==> src/rtl/ex_stage.sv <==
// ex_stage: execute stage of the five-stage MIPS pipeline.
// ALU-control decode, ALU, branch-target adder and destination-register mux,
// all registered into the EX/MEM pipeline register.
// Optional feature: define MULT_EN to add an iterative shift-add multiplier
// (funct 011000) that stalls the upstream pipeline while it runs.
module ex_stage (
  input  logic        clk,
  input  logic        rst_n,
  input  logic        flush,
  input  logic [1:0]  wb_ctl,
  input  logic [2:0]  m_ctl,
  input  logic        regdst,
  input  logic        alusrc,
  input  logic [1:0]  aluop,
  input  logic [31:0] npc,
  input  logic [31:0] rdata1,
  input  logic [31:0] rdata2,
  input  logic [31:0] s_extend,
  input  logic [4:0]  instr_2016,
  input  logic [4:0]  instr_1511,
  output logic [1:0]  wb_ctlout,
  output logic [2:0]  m_ctlout,
  output logic [31:0] add_result,
  output logic        zero,
  output logic [31:0] alu_result,
  output logic [31:0] rdata2out,
  output logic [4:0]  muxout,
  output logic        stall_out
);

  typedef enum logic [2:0] {
    ALU_ADD,
    ALU_SUB,
    ALU_AND,
    ALU_OR,
    ALU_SLT,
    ALU_NONE
  } alu_sel_e;

  logic [5:0]  funct;
  logic [31:0] op_b;
  logic [31:0] alu_y;
  logic [31:0] br_target;
  logic [4:0]  dst;
  logic [31:0] res_alu;
  logic        res_zero;
  alu_sel_e    alu_sel;

  assign funct     = s_extend[5:0];
  assign op_b      = alusrc ? s_extend : rdata2;
  assign br_target = npc + {s_extend[29:0], 2'b00};
  assign dst       = regdst ? instr_1511 : instr_2016;

  // ALU control: map aluop (and funct for R-type) onto an ALU operation
  always_comb begin
    alu_sel = ALU_NONE;
    case (aluop)
      2'b00: alu_sel = ALU_ADD;
      2'b01: alu_sel = ALU_SUB;
      2'b11: alu_sel = ALU_ADD;
      default: begin
        case (funct)
          6'b100000: alu_sel = ALU_ADD;
          6'b100010: alu_sel = ALU_SUB;
          6'b100100: alu_sel = ALU_AND;
          6'b100101: alu_sel = ALU_OR;
          6'b101010: alu_sel = ALU_SLT;
          default:   alu_sel = ALU_NONE;
        endcase
      end
    endcase
  end

  // ALU datapath; unknown functs produce 0
  always_comb begin
    alu_y = '0;
    case (alu_sel)
      ALU_ADD: alu_y = rdata1 + op_b;
      ALU_SUB: alu_y = rdata1 - op_b;
      ALU_AND: alu_y = rdata1 & op_b;
      ALU_OR:  alu_y = rdata1 | op_b;
      ALU_SLT: alu_y = ($signed(rdata1) < $signed(op_b)) ? 32'd1 : 32'd0;
      default: alu_y = '0;
    endcase
  end

`ifdef MULT_EN
  typedef enum logic [1:0] {
    IDLE,
    MUL,
    DONE
  } mult_state_e;

  mult_state_e state;
  mult_state_e state_nxt;
  logic [31:0] mul_a;
  logic [31:0] mul_b;
  logic [31:0] acc;
  logic [4:0]  cnt;
  logic        is_mult;

  assign is_mult = (aluop == 2'b10) && (funct == 6'b011000);

  // Multiplier state register
  always_ff @(posedge clk or negedge rst_n) begin
    if (!rst_n) state <= IDLE;
    else        state <= state_nxt;
  end

  // Next state and stall; DONE always returns to IDLE so a held multiply
  // does not immediately restart in the same cycle its result is captured
  always_comb begin
    state_nxt = state;
    stall_out = 1'b0;
    case (state)
      IDLE: begin
        stall_out = is_mult;
        if (is_mult && !flush) state_nxt = MUL;
      end
      MUL: begin
        stall_out = 1'b1;
        if (cnt == 5'd0) state_nxt = DONE;
      end
      DONE:    state_nxt = IDLE;
      default: state_nxt = IDLE;
    endcase
    if (flush) state_nxt = IDLE;
  end

  // Shift-add datapath: one partial product per cycle, low 32 bits kept
  always_ff @(posedge clk or negedge rst_n) begin
    if (!rst_n) begin
      mul_a <= '0;
      mul_b <= '0;
      acc   <= '0;
      cnt   <= '0;
    end else if (!flush) begin
      if (state == IDLE && is_mult) begin
        mul_a <= rdata1;
        mul_b <= op_b;
        acc   <= '0;
        cnt   <= 5'd31;
      end else if (state == MUL) begin
        acc   <= acc + (mul_b[0] ? mul_a : 32'd0);
        mul_a <= {mul_a[30:0], 1'b0};
        mul_b <= {1'b0, mul_b[31:1]};
        if (cnt != 5'd0) cnt <= cnt - 5'd1;
      end
    end
  end

  // Result selection: the product replaces the ALU result in DONE
  always_comb begin
    res_alu  = alu_y;
    res_zero = (alu_y == 32'd0);
    if (state == DONE) begin
      res_alu  = acc;
      res_zero = (acc == 32'd0);
    end
  end
`else
  assign stall_out = 1'b0;

  // Result selection: ALU result only
  always_comb begin
    res_alu  = alu_y;
    res_zero = (alu_y == 32'd0);
  end
`endif

  // EX/MEM pipeline register: flush loads a bubble, stall holds
  always_ff @(posedge clk or negedge rst_n) begin
    if (!rst_n) begin
      wb_ctlout  <= '0;
      m_ctlout   <= '0;
      add_result <= '0;
      zero       <= 1'b0;
      alu_result <= '0;
      rdata2out  <= '0;
      muxout     <= '0;
    end else if (flush) begin
      wb_ctlout  <= '0;
      m_ctlout   <= '0;
      add_result <= '0;
      zero       <= 1'b0;
      alu_result <= '0;
      rdata2out  <= '0;
      muxout     <= '0;
    end else if (!stall_out) begin
      wb_ctlout  <= wb_ctl;
      m_ctlout   <= m_ctl;
      add_result <= br_target;
      zero       <= res_zero;
      alu_result <= res_alu;
      rdata2out  <= rdata2;
      muxout     <= dst;
    end
  end

endmodule

==> config.mk <==
export PLATFORM = sky130hd
export DESIGN_NAME = ex_stage
export DESIGN_NICKNAME = d
export VERILOG_FILES = /design/src/rtl/ex_stage.sv
export SDC_FILE = /design/constraint.sdc
export NUM_CORES = 1
export LEC_CHECK = 0
export ABC_CLOCK_PERIOD_IN_PS = 800
export BUFFER_PORTS_ARGS = -buffer_cell sky130_fd_sc_hd__buf_2
export CORE_MARGIN = 5
export CORE_UTILIZATION = 55
export DETAILED_ROUTE_END_ITERATION = 10
export PLACE_DENSITY = 0.79
export SLEW_MARGIN = 20
export SYNTH_ARGS = -nofsm -noshare
export SYNTH_HDL_FRONTEND = slang
export SYNTH_SLANG_ARGS = --single-unit
export TNS_END_PERCENT = 5
==> constraint.sdc <==
create_clock -name clk -period 0.8 [get_ports clk]
set_input_delay 0.12 -clock clk [delete_from_list [all_inputs] [get_ports clk]]
set_output_delay 0.12 -clock clk [all_outputs]
set_load 0.01 [all_outputs]
==> summary.txt, run 1 <==
Status
  – Outcome: aborted with a tool error
  – Exit stage: global routing
  – Stop err: [ERROR GRT-0232] Routing congestion too high. Check the congestion heatmap in the GUI.

Clock network
  – Root Buffer Master: clkbuf_16
  – H-tree depth: 3
  – Total CTS buffers: 9
  – CTS sink cnt: 107
  – Max Buffers Root-to-Sink: 2

Logic synthesis
  – Most frequent cell after synthesis: ha_1
  – Leading area contributor after synthesis: dfrtp_1
  – Yosys reg bits: 107
  – Sequential area share after synthesis: 24.55%
  – Syn Std Cell Area: 0.01091 sq mm
  – Yosys warning total: 0
  – Most used DFF post-synth: dfrtp_1
  – Syn_nets: 1601
  – Yosys cell types: 95
  – Post-synth EDFFs: 0
  – Synth top cells by count: ha_1, nor2_1, dfrtp_1
  – Mapped Avg Cell Area: 8.402 sq um
  – Synth area leaders: dfrtp_1, ha_1, nor2_1
  – Mapped Cells: 1298
  – Synth top area share: 24.55%
  – FFs w/ async S/R, synth: 100.0%

Die
  – Top-Level Pins: 258
  – Row count: 51
  – Die Height: 150.8 microns
  – Initial Util: 56.03%
  – Die W: 150.8 microns

GRT
  – GRT overflow: 214
  – Total GRT Usage: 86.04%
  – Largest net degree at the start of global routing: 62

Place
  – Post-place setup slack: -3.107 ns
  – Port bufs: 256
  – DPL Wire Length: 38.52 mm
  – Final GP Congestion: 1.052

Timing
  – Worst endpoint type: register input
  – Worst_ep grt: zero$_DFF_PN0_/D
==> cells by family after synthesis <==
kind of cell / after synthesis / synth area share [%]
simple gates: 422 / 19.81
compound gates: 377 / 24.51
buf+inv: 163 / 6.781
fa+ha+maj: 153 / 17.76
flops: 107 / 24.55
mux: 45 / 4.142
xor+xnor: 30 / 2.409
other cells: 1 / 0.03439
==> metrics by stage <==
step | utilization [%] | instance area [sq um] | hold WS (ns) | instances
2_1_floorplan | - | 11090 | -0.1756 | 1298
3_3_place_gp | 81.34 | 15830 | 0.0009253 | 2230
3_5_place_dp | 81.34 | 15830 | 0.005574 | 2230
4_1_cts | 91.75 | 17860 | 0.002712 | 2298
==> routing by layer <==
metal | overflow | GRT usage, %
met2 | 98 | 96.41
met5 | 3 | 53.18
met4 | 79 | 89.53
met1 | 13 | 84.18
met3 | 21 | 77.14
==> repair_timing <==
action | CTS
setup buffers | 50
resized for setup | 242
pin swaps | 111
hold buffers | 4
endpoints found under the hold margin | 110
cloned | 3
setup endpoints to repair | 191
==> inputs of run 2 (changes only) <==
- CORE_UTILIZATION: 55 -> 40
- PLACE_DENSITY: 0.79 -> not set
- PLACE_DENSITY_LB_ADDON: not set -> 0.15
==> run 2 against run 1 <==
Against the previous run: the flow now finishes, with violations (negative setup slack); synthesized cell count unchanged; synthesized area did not move.
==> summary.txt, run 2 <==
GRT
  – Largest net degree at the start of global routing: 64
  – Gr busiest metal: met2
  – Grt met2 use: 46.63%
  – Vias in the first global route: 12.43k
  – Met1 Use GR: 41.03%
  – Global-route wire length before repair: 70.50 mm
  – Total GRT Usage: 28.93%
  – GRT overflow: 0
  – Initial antenna violation count: 0
  – M3 GR Usage: 5.712%

Logic synthesis
  – Most used DFF post-synth: dfrtp_1 (unchanged)
  – Synth area leaders: dfrtp_1, ha_1, nor2_1 (unchanged)
  – Post-synth EDFFs: 0 (unchanged)
  – FFs w/ async S/R, synth: 100.0% (unchanged)
  – Sequential area share after synthesis: 24.55% (unchanged)
  – Mapped Cells: 1298 (unchanged)
  – Yosys cell types: 95 (unchanged)
  – Syn Std Cell Area: 0.01091 sq mm (unchanged)
  – Leading area contributor after synthesis: dfrtp_1 (unchanged)
  – Synth top area share: 24.55% (unchanged)
  – Syn_nets: 1601 (unchanged)
  – Most frequent cell after synthesis: ha_1 (unchanged)
  – Yosys reg bits: 107 (unchanged)
  – Yosys warning total: 0 (unchanged)
  – Mapped Avg Cell Area: 8.402 sq um (unchanged)
  – Synth top cells by count: ha_1, nor2_1, dfrtp_1 (unchanged)

Setup path
  – Crit-path max FO: 9
  – CP peak stage delay: 0.39 ns
  – Slowest CP cell: or3b_1
  – Worst-path cell chain: buf_12 -> buf_6 -> buf_12 -> mux2i_2 -> ha_4 -> nor2b_1 -> o211ai_1 -> o211ai_1 -> a311oi_2 -> o21ai_2 -> buf_4 -> a211oi_4 -> o31ai_2 -> or3b_1 -> a31oi_2 -> nand3_1 -> nor4_2
  – CP Capture Type: flip-flop
  – Setup crit start kind: primary input
  – CP Data Required Time: 1.06 ns
  – WP data arrival: 3.60 ns
  – CP Class: primary input to flip-flop

Timing
  – Worst Max-Slew Pin Slew: 0.5170 ns
  – Final Max Tran Viols: 0
  – FMAX: 299.4 MHz
  – Number of setup violations in the final report: 169
  – Final hold viol count: 0
  – Setup ws final: -2.541 ns
  – Final Critical Period: 3.341 ns
  – Tcrit/Tclk final: 417.6%
  – Relative slew margins: 65.27%
  – RSZ-0062 raised after global routing: true
  – Setup_tns: -108.24 ns

Drt
  – Wire length per cell: 19.53 microns
  – Residual DRC count: 0
  – DRT Pass-1 Iters: 5
  – First DRT Iteration DRCs: 1194
  – Vias/cell: 5.341
  – Vias: 12.59k
  – Remaining antenna violation count: 0
  – Final WL: 46.04 mm

Layout
  – Finished Core Util: 66.96%
  – Most common cell after layout, fill and taps aside: buf_4
  – Largest regs: add_result: 32 flops, alu_result: 32 flops, rdata2out: 32 flops
  – Area delta synth->final: 65.03%
  – Final-stage net count: 2314
  – Layout cells sized above 1: 48.76%
  – Most frequent cells in the layout: buf_4, buf_2, ha_1

Clock network
  – Max Buffers Root-to-Sink: 2 (unchanged)
  – H-tree depth: 3 (unchanged)
  – Total CTS buffers: 9 (unchanged)
  – Worst-path clk slew: 0.08 ns
  – CTS sink cnt: 107 (unchanged)
  – Root Buffer Master: clkbuf_16 (unchanged)
  – CTS tree: done

Place
  – Post-place setup slack: -3.643 ns (was -3.107 ns)
  – DPL Wire Length: 37.96 mm (was 38.52 mm)
  – Final GP Congestion: 1.001 (was 1.052)
  – Port bufs: 256 (unchanged)

Die
  – Die area: 0.03067 sq mm
  – Die Height: 175.1 microns (was 150.8 microns)
  – Top-Level Pins: 258 (unchanged)
  – Die W: 175.1 microns (was 150.8 microns)
  – Row count: 60 (was 51)
  – Core area: 0.02688 sq mm
  – Initial Util: 40.58% (was 56.03%)

Pwr
  – Pleak: 9.094 nW
  – Total power: 24.84 mW
  – Power per cell area: 1380 mW/mm^2
  – VDD IR max: 1.255 mV

Job
  – Max-Cap Viols: 0

Hold path
  – Min-delay worst type: primary input to flip-flop

Status
  – Outcome: complete, but fails checks (was aborted with a tool error)
  – Failing checks: negative setup slack
run 2: cell counts after synthesis:
No cell type changed its count.
run 2: timing repair:
action                                  4_1_cts  5_1_grt
hold endpoints to repair                    112        0
hold buffers                                  6        0
pin swaps                                    62       29
buffers inserted                             15        9
resized for setup                           198       77
endpoints found under the setup margin      171      169
run 2: cell families after synthesis:
| kind of cell | after synthesis | share of synthesized area (%) |
|---|---|---|
| other | 1 | 0.03439 |
| AND/OR/NAND/NOR | 422 | 19.81 |
| multiplexers | 45 | 4.142 |
| buffers and inverters | 163 | 6.781 |
| AO/OA/AOI/OAI | 377 | 24.51 |
| XOR/XNOR | 30 | 2.409 |
| adder cells (fa/ha/maj) | 153 | 17.76 |
| flip-flops | 107 | 24.55 |
run 2: per-layer routing:
| layer | up-vias | share of wire, % | wire, microns |
|---|---|---|---|
| met5 | - | 0 | 0 |
| met4 | 0 | 1.2 | 567 |
| met3 | 36 | 7.7 | 3564 |
| met2 | 474 | 46 | 21040 |
| met1 | 6026 | 45 | 20870 |
| li1 | 6057 | - | - |
run 2: final cells by class:
type / instances / area (sq um)
Fill cell: 2301 / 8879
Multi-Input combinational cell: 1028 / 8828
Timing Repair Buffer: 761 / 5359
Sequential cell: 107 / 2678
Tap cell: 341 / 426.7
Inverter: 104 / 390.4
Clock buffer: 10 / 229.0
Clock inverter: 6 / 83.83
Antenna cell: 1 / 2.502
run 2: path summary, 6_finish.rpt:
| path | startpoint | endpoint | slack (ns) | cells after the start |
|---|---|---|---|---|
| min | rdata2[31] | rdata2out[31] | 0.006 | 2 |
| min in group asynchronous | rst_n | rdata2out[6] | 0.15 | 2 |
| max | alusrc | zero | -2.54 | 17 |
| max in group asynchronous | rst_n | alu_result[24] | 0.17 | 3 |
run 2: critical path: cells and delay by family:
kind | cells | cell delay (ns)
adders and majority gates | 1 | 0.24
and+or+nand+nor | 4 | 0.79
muxes | 1 | 0.34
buffers and inverters | 4 | 0.55
AOI/OAI and AO/OA | 7 | 1.55
run 2: per-stage QoR:
step,cell area [sq um],hold slack (ns),cells
after floorplan,11090,-0.1756,1298
after global placement,16030,-0.02994,2318
after detailed placement,16030,-0.02730,2318
after CTS,17560,0.0005201,2353
after global routing,17990,0.008259,2357
final,18000,0.006257,2358
run 2: report_power, final:
group	leakage, nW	switching (mW)	internal (mW)	total (mW)
clock network	0.152	2.21	2.51	4.73
registers	1.38	0.173	5.93	6.10
logic	7.56	7.06	6.96	14.0
total	9.09	9.45	15.4	24.8
No activity file was read; power rests on OpenSTA's default activity.
